### config.mk
export PLATFORM = sky130hd
export DESIGN_NAME = serial_adder_16bit
export DESIGN_NICKNAME = d
export VERILOG_FILES = /design/src/rtl/serial_adder_16bit.sv
export SDC_FILE = /design/constraint.sdc
export NUM_CORES = 1
export LEC_CHECK = 0
export ABC_AREA = 1
export CAP_MARGIN = 20
export CORE_ASPECT_RATIO = 0.5
export CORE_MARGIN = 10
export CORE_UTILIZATION = 45
export CTS_BUF_LIST = sky130_fd_sc_hd__clkbuf_8
export CTS_CLUSTER_SIZE = 16
export DETAILED_ROUTE_END_ITERATION = 10
export PLACE_DENSITY = 0.72
export SKIP_CTS_REPAIR_TIMING = 1
export SLEW_MARGIN = 20
export SYNTH_ARGS = -nofsm -noshare
export SYNTH_HDL_FRONTEND = slang
export SYNTH_HIERARCHICAL = 1
export SYNTH_SLANG_ARGS = --single-unit
export TNS_END_PERCENT = 20
### constraint.sdc
create_clock -name clk -period 2.32 [get_ports clk]
set_input_delay 0.58 -clock clk [delete_from_list [all_inputs] [get_ports clk]]
set_output_delay 0.58 -clock clk [all_outputs]
set_load 0.01 [all_outputs]
### src/rtl/serial_adder_16bit.sv
// Nibble-serial adder: one 4-bit ripple add per clock, LSB nibble first.
// The carry is registered between nibbles; the result is published on DONE entry.

module full_adder_4_bit (
  input  logic [3:0] a_i,
  input  logic [3:0] b_i,
  input  logic       c_i,
  output logic [3:0] s_o,
  output logic       c_o
);

  logic [4:0] c;

  assign c[0] = c_i;

  // Plain ripple chain, one full-adder cell per bit.
  for (genvar i = 0; i < 4; i++) begin : g_bit
    assign s_o[i]   = a_i[i] ^ b_i[i] ^ c[i];
    assign c[i+1]   = (a_i[i] & b_i[i])
                    | (c[i] & (a_i[i] ^ b_i[i]));
  end

  assign c_o = c[4];

endmodule

module serial_adder_16bit #(
  parameter int WIDTH = 16
) (
  input  logic             clk,
  input  logic             rst,
  input  logic             start,
  input  logic [WIDTH-1:0] a,
  input  logic [WIDTH-1:0] b,
  input  logic             c_in,
  output logic             busy,
  output logic             done,
  output logic [WIDTH-1:0] sum,
  output logic             c_out,
  output logic             overflow
);

  localparam int NIB = WIDTH / 4;
  localparam int CW  = $clog2(NIB);
  localparam logic [CW-1:0] LAST = CW'(NIB - 1);

  typedef enum logic [1:0] {
    IDLE,
    RUN,
    DONE
  } state_t;

  state_t           state_q, state_d;
  logic [WIDTH-1:0] a_q, a_d;
  logic [WIDTH-1:0] b_q, b_d;
  logic [WIDTH-1:0] res_q, res_d;
  logic [WIDTH-1:0] sum_q, sum_d;
  logic [CW-1:0]    cnt_q, cnt_d;
  logic             cy_q, cy_d;
  logic             amsb_q, amsb_d;
  logic             bmsb_q, bmsb_d;
  logic             cout_q, cout_d;
  logic             ovf_q, ovf_d;

  logic [3:0]       nib_s;
  logic             nib_c;

  full_adder_4_bit u_fa (
    .a_i (a_q[3:0]),
    .b_i (b_q[3:0]),
    .c_i (cy_q),
    .s_o (nib_s),
    .c_o (nib_c)
  );

  // State and datapath registers; reset discards any in-flight add.
  always_ff @(posedge clk or posedge rst) begin
    if (rst) begin
      state_q <= IDLE;
      a_q     <= '0;
      b_q     <= '0;
      res_q   <= '0;
      sum_q   <= '0;
      cnt_q   <= '0;
      cy_q    <= 1'b0;
      amsb_q  <= 1'b0;
      bmsb_q  <= 1'b0;
      cout_q  <= 1'b0;
      ovf_q   <= 1'b0;
    end else begin
      state_q <= state_d;
      a_q     <= a_d;
      b_q     <= b_d;
      res_q   <= res_d;
      sum_q   <= sum_d;
      cnt_q   <= cnt_d;
      cy_q    <= cy_d;
      amsb_q  <= amsb_d;
      bmsb_q  <= bmsb_d;
      cout_q  <= cout_d;
      ovf_q   <= ovf_d;
    end
  end

  // Next state: accept in IDLE/DONE, shift one nibble per RUN cycle.
  always_comb begin
    state_d = state_q;
    a_d     = a_q;
    b_d     = b_q;
    res_d   = res_q;
    sum_d   = sum_q;
    cnt_d   = cnt_q;
    cy_d    = cy_q;
    amsb_d  = amsb_q;
    bmsb_d  = bmsb_q;
    cout_d  = cout_q;
    ovf_d   = ovf_q;
    unique case (state_q)
      IDLE, DONE: begin
        state_d = IDLE;
        if (start) begin
          state_d = RUN;
          a_d     = a;
          b_d     = b;
          cy_d    = c_in;
          cnt_d   = '0;
          amsb_d  = a[WIDTH-1];
          bmsb_d  = b[WIDTH-1];
        end
      end
      RUN: begin
        a_d   = a_q >> 4;
        b_d   = b_q >> 4;
        cy_d  = nib_c;
        cnt_d = cnt_q + CW'(1);
        res_d = {nib_s, res_q[WIDTH-1:4]};
        if (cnt_q == LAST) begin
          state_d = DONE;
          sum_d   = res_d;
          cout_d  = nib_c;
          ovf_d   = (amsb_q == bmsb_q)
                 && (res_d[WIDTH-1] != amsb_q);
        end
      end
      default: state_d = IDLE;
    endcase
  end

  assign busy     = (state_q == RUN);
  assign done     = (state_q == DONE);
  assign sum      = sum_q;
  assign c_out    = cout_q;
  assign overflow = ovf_q;

endmodule

# After elaboration in Yosys (flattened, before gate mapping)
# Cells that the tools add are included.
# word_totals
ff_bits	73
input_bits	36
word_cells	57
out_inout_bits	20
# classes
reduce_logical	7
n_mux	11
n_addsub	1
n_eq_ne	7
bitwise_logic	20
# op_table
operator	n
16-bit case mux with 2 select lines	2
16-bit two-way mux	2
1-bit AND	8
2-bit case mux with 2 select lines	2
1-bit XOR	8
2-bit AND reduction	3
2-bit equality test (second input constant)	2
2-bit two-way mux	2
1-bit bitwise OR	4
2-bit by 1-bit adder with 2-bit output (second input constant)	1
2-bit by 1-bit equality test with 1-bit output (second input constant)	1
2-bit logical NOT	1
1-bit two-way mux	2
2-bit by 1-bit != test with 1-bit output (second input constant)	1
2-bit != test (second input constant)	1
1-bit case mux with 2 select lines	1
2-bit nonzero test	1
2-bit OR reduction	1
1-bit equality test	1
1-bit logical AND	1
1-bit != test	1

# Longest topological paths before layout
# logic_depth
word_depth	10
ltp_mapped	13
ltp_nobuf	13

# Hierarchy
# Netlist, hierarchy kept.
# modules_own_cells
mod	seq_area_each_um2	cells_per_inst	area_per_inst_um2	instances
serial_adder_16bit	1726.7	383	3168.0	1
full_adder_4_bit	0.0	14	117.6	1

# Least setup slack after synthesis
# No wires, ideal clock.
# synth_timing
kind	reg-to-reg
start	register a_q[0]
end	register ovf_q (netlist: overflow)
slack_ns	0.048
required_ns	2.204
n_path_buf	0
setup_time_ns	0.116
t_arrival_ns	2.156
stages_incl_launch_ff	14
synth_period_minus_slack_ns	2.272
path_cell_list	dfrtp_1 fa_1 inv_1 fa_1 inv_1 fa_1 inv_1 fa_1 inv_1 inv_1 nand3_1 nand2_1 nand2_1 nand2_1
# synth_between
elab_chain_cells	10
word_cells_on_any_way	11
cone_classes	1 x eq/ne; 9 x bitwise; 1 x reduce/logical
# synth_lines
element	line	rtl
start: declaration	54	logic [WIDTH-1:0] a_q, a_d;
start signal: assignment	80	a_q <= '0;
start signal: assignment	92	a_q <= a_d;
1-bit XOR	20	| (c[i] & (a_i[i] ^ b_i[i]));
1-bit AND	20	
1-bit bitwise OR *	20	
1-bit AND *	20	
1-bit bitwise OR *	20	
1-bit AND *	20	
1-bit bitwise OR *	20	
1-bit XOR *	18	assign s_o[i] = a_i[i] ^ b_i[i] ^ c[i];
via nib_s[3]	65	logic [3:0] nib_s;
1-bit != test *	142	&& (res_d[WIDTH-1] != amsb_q);
1-bit logical AND *	142	
end signal: assignment	101	ovf_q <= ovf_d;
end: declaration	63	logic ovf_q, ovf_d;
# Mark *: on every way through the listed nets, which the timed path passes. The rest lies on a longest branch.
# A chain may end at the register's enable or synchronous reset.

# Worst setup path in the final report
# Same ends and word-level chain as after synthesis.

==> impl_metrics.py <==
metrics = {
    "floorplanning": {
        "ioPinCount": 56,
        "fp.dieArea_um2": 11300,
        "fp.dieW_um": 141,
        "num_rows": 21,
        "start_util_pct": 47.7,
        "die_h_um": 80.4,
        "coreArea_um2": 6880,
    },
    "grt": {
        "grt_use_total_pct": 13.3,
        "grt_busiest_layer": "met2",
        "grt_pass1_vias": 2562,
        "grt_first_pass_wirelength_um": 12200,
        "antenna_found_initial": 0,
        "grtUsageMet1_pct": 17.1,
        "grt_use_met3_pct": 5.46,
        "grt_use_met2_pct": 19.6,
        "grt_overflow": 0,
        "grt_max_degree": 33,
    },
    "finish": {
        "diodes": 0,
        "seq_area_um2": 1730,
        "fin_cells": 548,
        "multi_input_area_um2": 1140,
        "syn2layout_area_growth_pct": 24.9,
        "nFillCells": 659,
        "drive_gt1_share_pct": 11.0,
        "fin_nets": 493,
    },
    "synth": {
        "synth_seq_cells": 69,
        "synth.net_count": 438,
        "synthTopCellsByArea": "dfrtp_1 (53%), nand2_1 (15%), inv_1 (8.6%)",
        "seq_area_frac_synth_pct": 52.6,
        "synth_top_area_share_pct": 52.6,
        "yosysTopAreaCell": "dfrtp_1",
        "synth_cell_type_count": 21,
        "avgSynthCellArea_um2": 8.28,
        "ys.warnings.count": 6,
        "synth_area_um2": 3290,
        "netlist_instances": 397,
    },
    "power": {
        "powerDensity_nw_per_um2": 1420,
        "ir_drop_mv": 0.512,
        "p_leak_nw": 2.17,
    },
    "clock_tree": {
        "cts_htree_levels": 3,
        "clk_latency_ns": 0.35,
        "clockRootBuffer": "clkbuf_8",
        "clockBufferDepth": 2,
        "clkTransAtPathRegs_ns": 0.07,
        "cts.sinks": 69,
        "tritoncts": "built",
        "numCtsBuffers": 9,
    },
    "routing": {
        "vias_per_cell": 4.60,
        "drtPass1Iterations": 4,
        "drc_errors": 0,
        "routed_wl_um": 6880,
        "postRouteAntennaNets": 0,
        "wl_per_cell_um": 12.6,
        "vias": 2521,
        "first_iter_violations": 191,
    },
    "setup_path": {
        "crit_fanout": 3,
        "critPathLaunchType": "flip-flop",
        "r2r_cells": 13,
        "crit_arrival_ns": 2.52,
        "cp.required_ns": 2.56,
        "cp-end-kind": "flip-flop",
        "criticalPathCategory": "reg2reg",
    },
    "sta": {
        "setup_slack_ns": 0.0455,
        "tightestPinTransition_ns": 0.697,
        "fmax_ghz": 0.440,
        "slew_headroom_pct": 53.3,
        "rsz0062_at_grt": "true",
        "layout_min_cycle_time_ns": 2.27,
        "setup_viol": 0,
        "timing.final.crit_share_pct": 98.0,
        "finalClockSkew_ns": 0.00445,
        "slew_viol_final": 0,
        "finalHoldViolCount": 0,
    },
    "hold_path": {
        "min_path_type": "reg2reg",
        "min_path_cells": 2,
    },
    "placement": {
        "hpwl_um": 4700,
        "gp_congestion": 0.737,
        "numPortBuffers": 55,
        "place_inst": 533,
        "pre_cts_ws_ns": -0.0549,
    },
    "status": {
        "status": "finished clean",
    },
    "job": {
        "drv_cap": 0,
    },
}
[registers in the layout (all words and copies together) (netlist names), 2 cells and up]
signal and flops:
b_q 16, state_q 2, a_q 16, sum 16, res_q 12, cnt_q 2
[metal layers]
layer	vias to the layer above	wire, um
met5	-	0
met1	1147	3300
li1	1304	-
met4	0	105
met2	59	2970
met3	11	506
[worst max-delay path, stage by stage, from the launching register on]
cell and delay, ns:
dfrtp_1 0.40, fa_2 0.39, inv_2 0.06, fa_1 0.14, inv_1 0.05, fa_2 0.33
inv_2 0.06, fa_1 0.42, inv_2 0.07, inv_2 0.04, nand3_1 0.05, nand2_1 0.05
nand2_1 0.05, nand2_1 0.04
[layout by cell type (no fill, tap or decap), drive strengths merged]
| cell | instances |
|---|---|
| a21oi | 1 |
| buf | 7 |
| clkbuf | 14 |
| clkdlybuf4s50 | 55 |
| dfrtp | 69 |
| fa | 4 |
| ha | 1 |
| inv | 79 |
| nand2 | 136 |
| nand3 | 51 |
| nor2 | 5 |
| o21ai | 34 |
[logic make-up after synthesis]
group                      after synthesis  share of synthesized area (%)
and+or+nand+nor                        192                           24.9
buffers and inverters                   96                           12.9
AOI/OAI and AO/OA                       35                           6.82
DFF                                     69                           52.6
adders and majority gates                5                           2.82
[cell usage after synthesis (all sizes together)]
| cell | number |
|---|---|
| clkbuf | 3 |
| ha | 1 |
| nor2 | 5 |
| nand3 | 51 |
| o21ai | 34 |
| buf | 15 |
| fa | 4 |
| nand2 | 136 |
| inv | 78 |
| a21oi | 1 |
| dfrtp | 69 |
[cell type report]
class	instances	area share (%)
clock inverter	1	0.0915
multi-input combinational	232	27.8
clock buffer	14	4.70
inverter	78	7.20
timing repair buffer	62	15.3
sequential	69	42.1
tap	92	2.81
[stage by stage]
stage	power, mW	util, %	hold slack (ns)	area, um^2	TNS (ns)
after global placement	4.82	56.7	0.452	3900	-0.0105
after global routing	6.45	59.6	0.491	4100	-0.0798
final	5.81	59.6	0.468	4100	0
after detailed placement	4.89	56.7	0.453	3900	-0.0549
after CTS	5.87	59.5	0.471	4100	-0.0858
after floorplan	4.14	-	0.442	3290	0
[path summary, 6_finish.rpt]
path / from / slack [ns] / end
worst max-delay path: a_q[0] / 0.05 / overflow
worst min-delay path: res_q[4] / 0.47 / sum[0]
worst max register to register: a_q[0] / 0.05 / overflow
worst min register to register: res_q[4] / 0.47 / sum[0]
max in group asynchronous: rst / 1.26 / a_q[6]
min in group asynchronous: rst / 0.55 / sum[13]
[where the power goes]
group          switching, mW  internal (mW)  total, mW
sequential             0.294           1.79       2.08
clock                  0.433          0.525      0.958
combinational           1.68           1.10       2.78
total                   2.40           3.41       5.81
No activity file was read; power rests on OpenSTA's default activity.
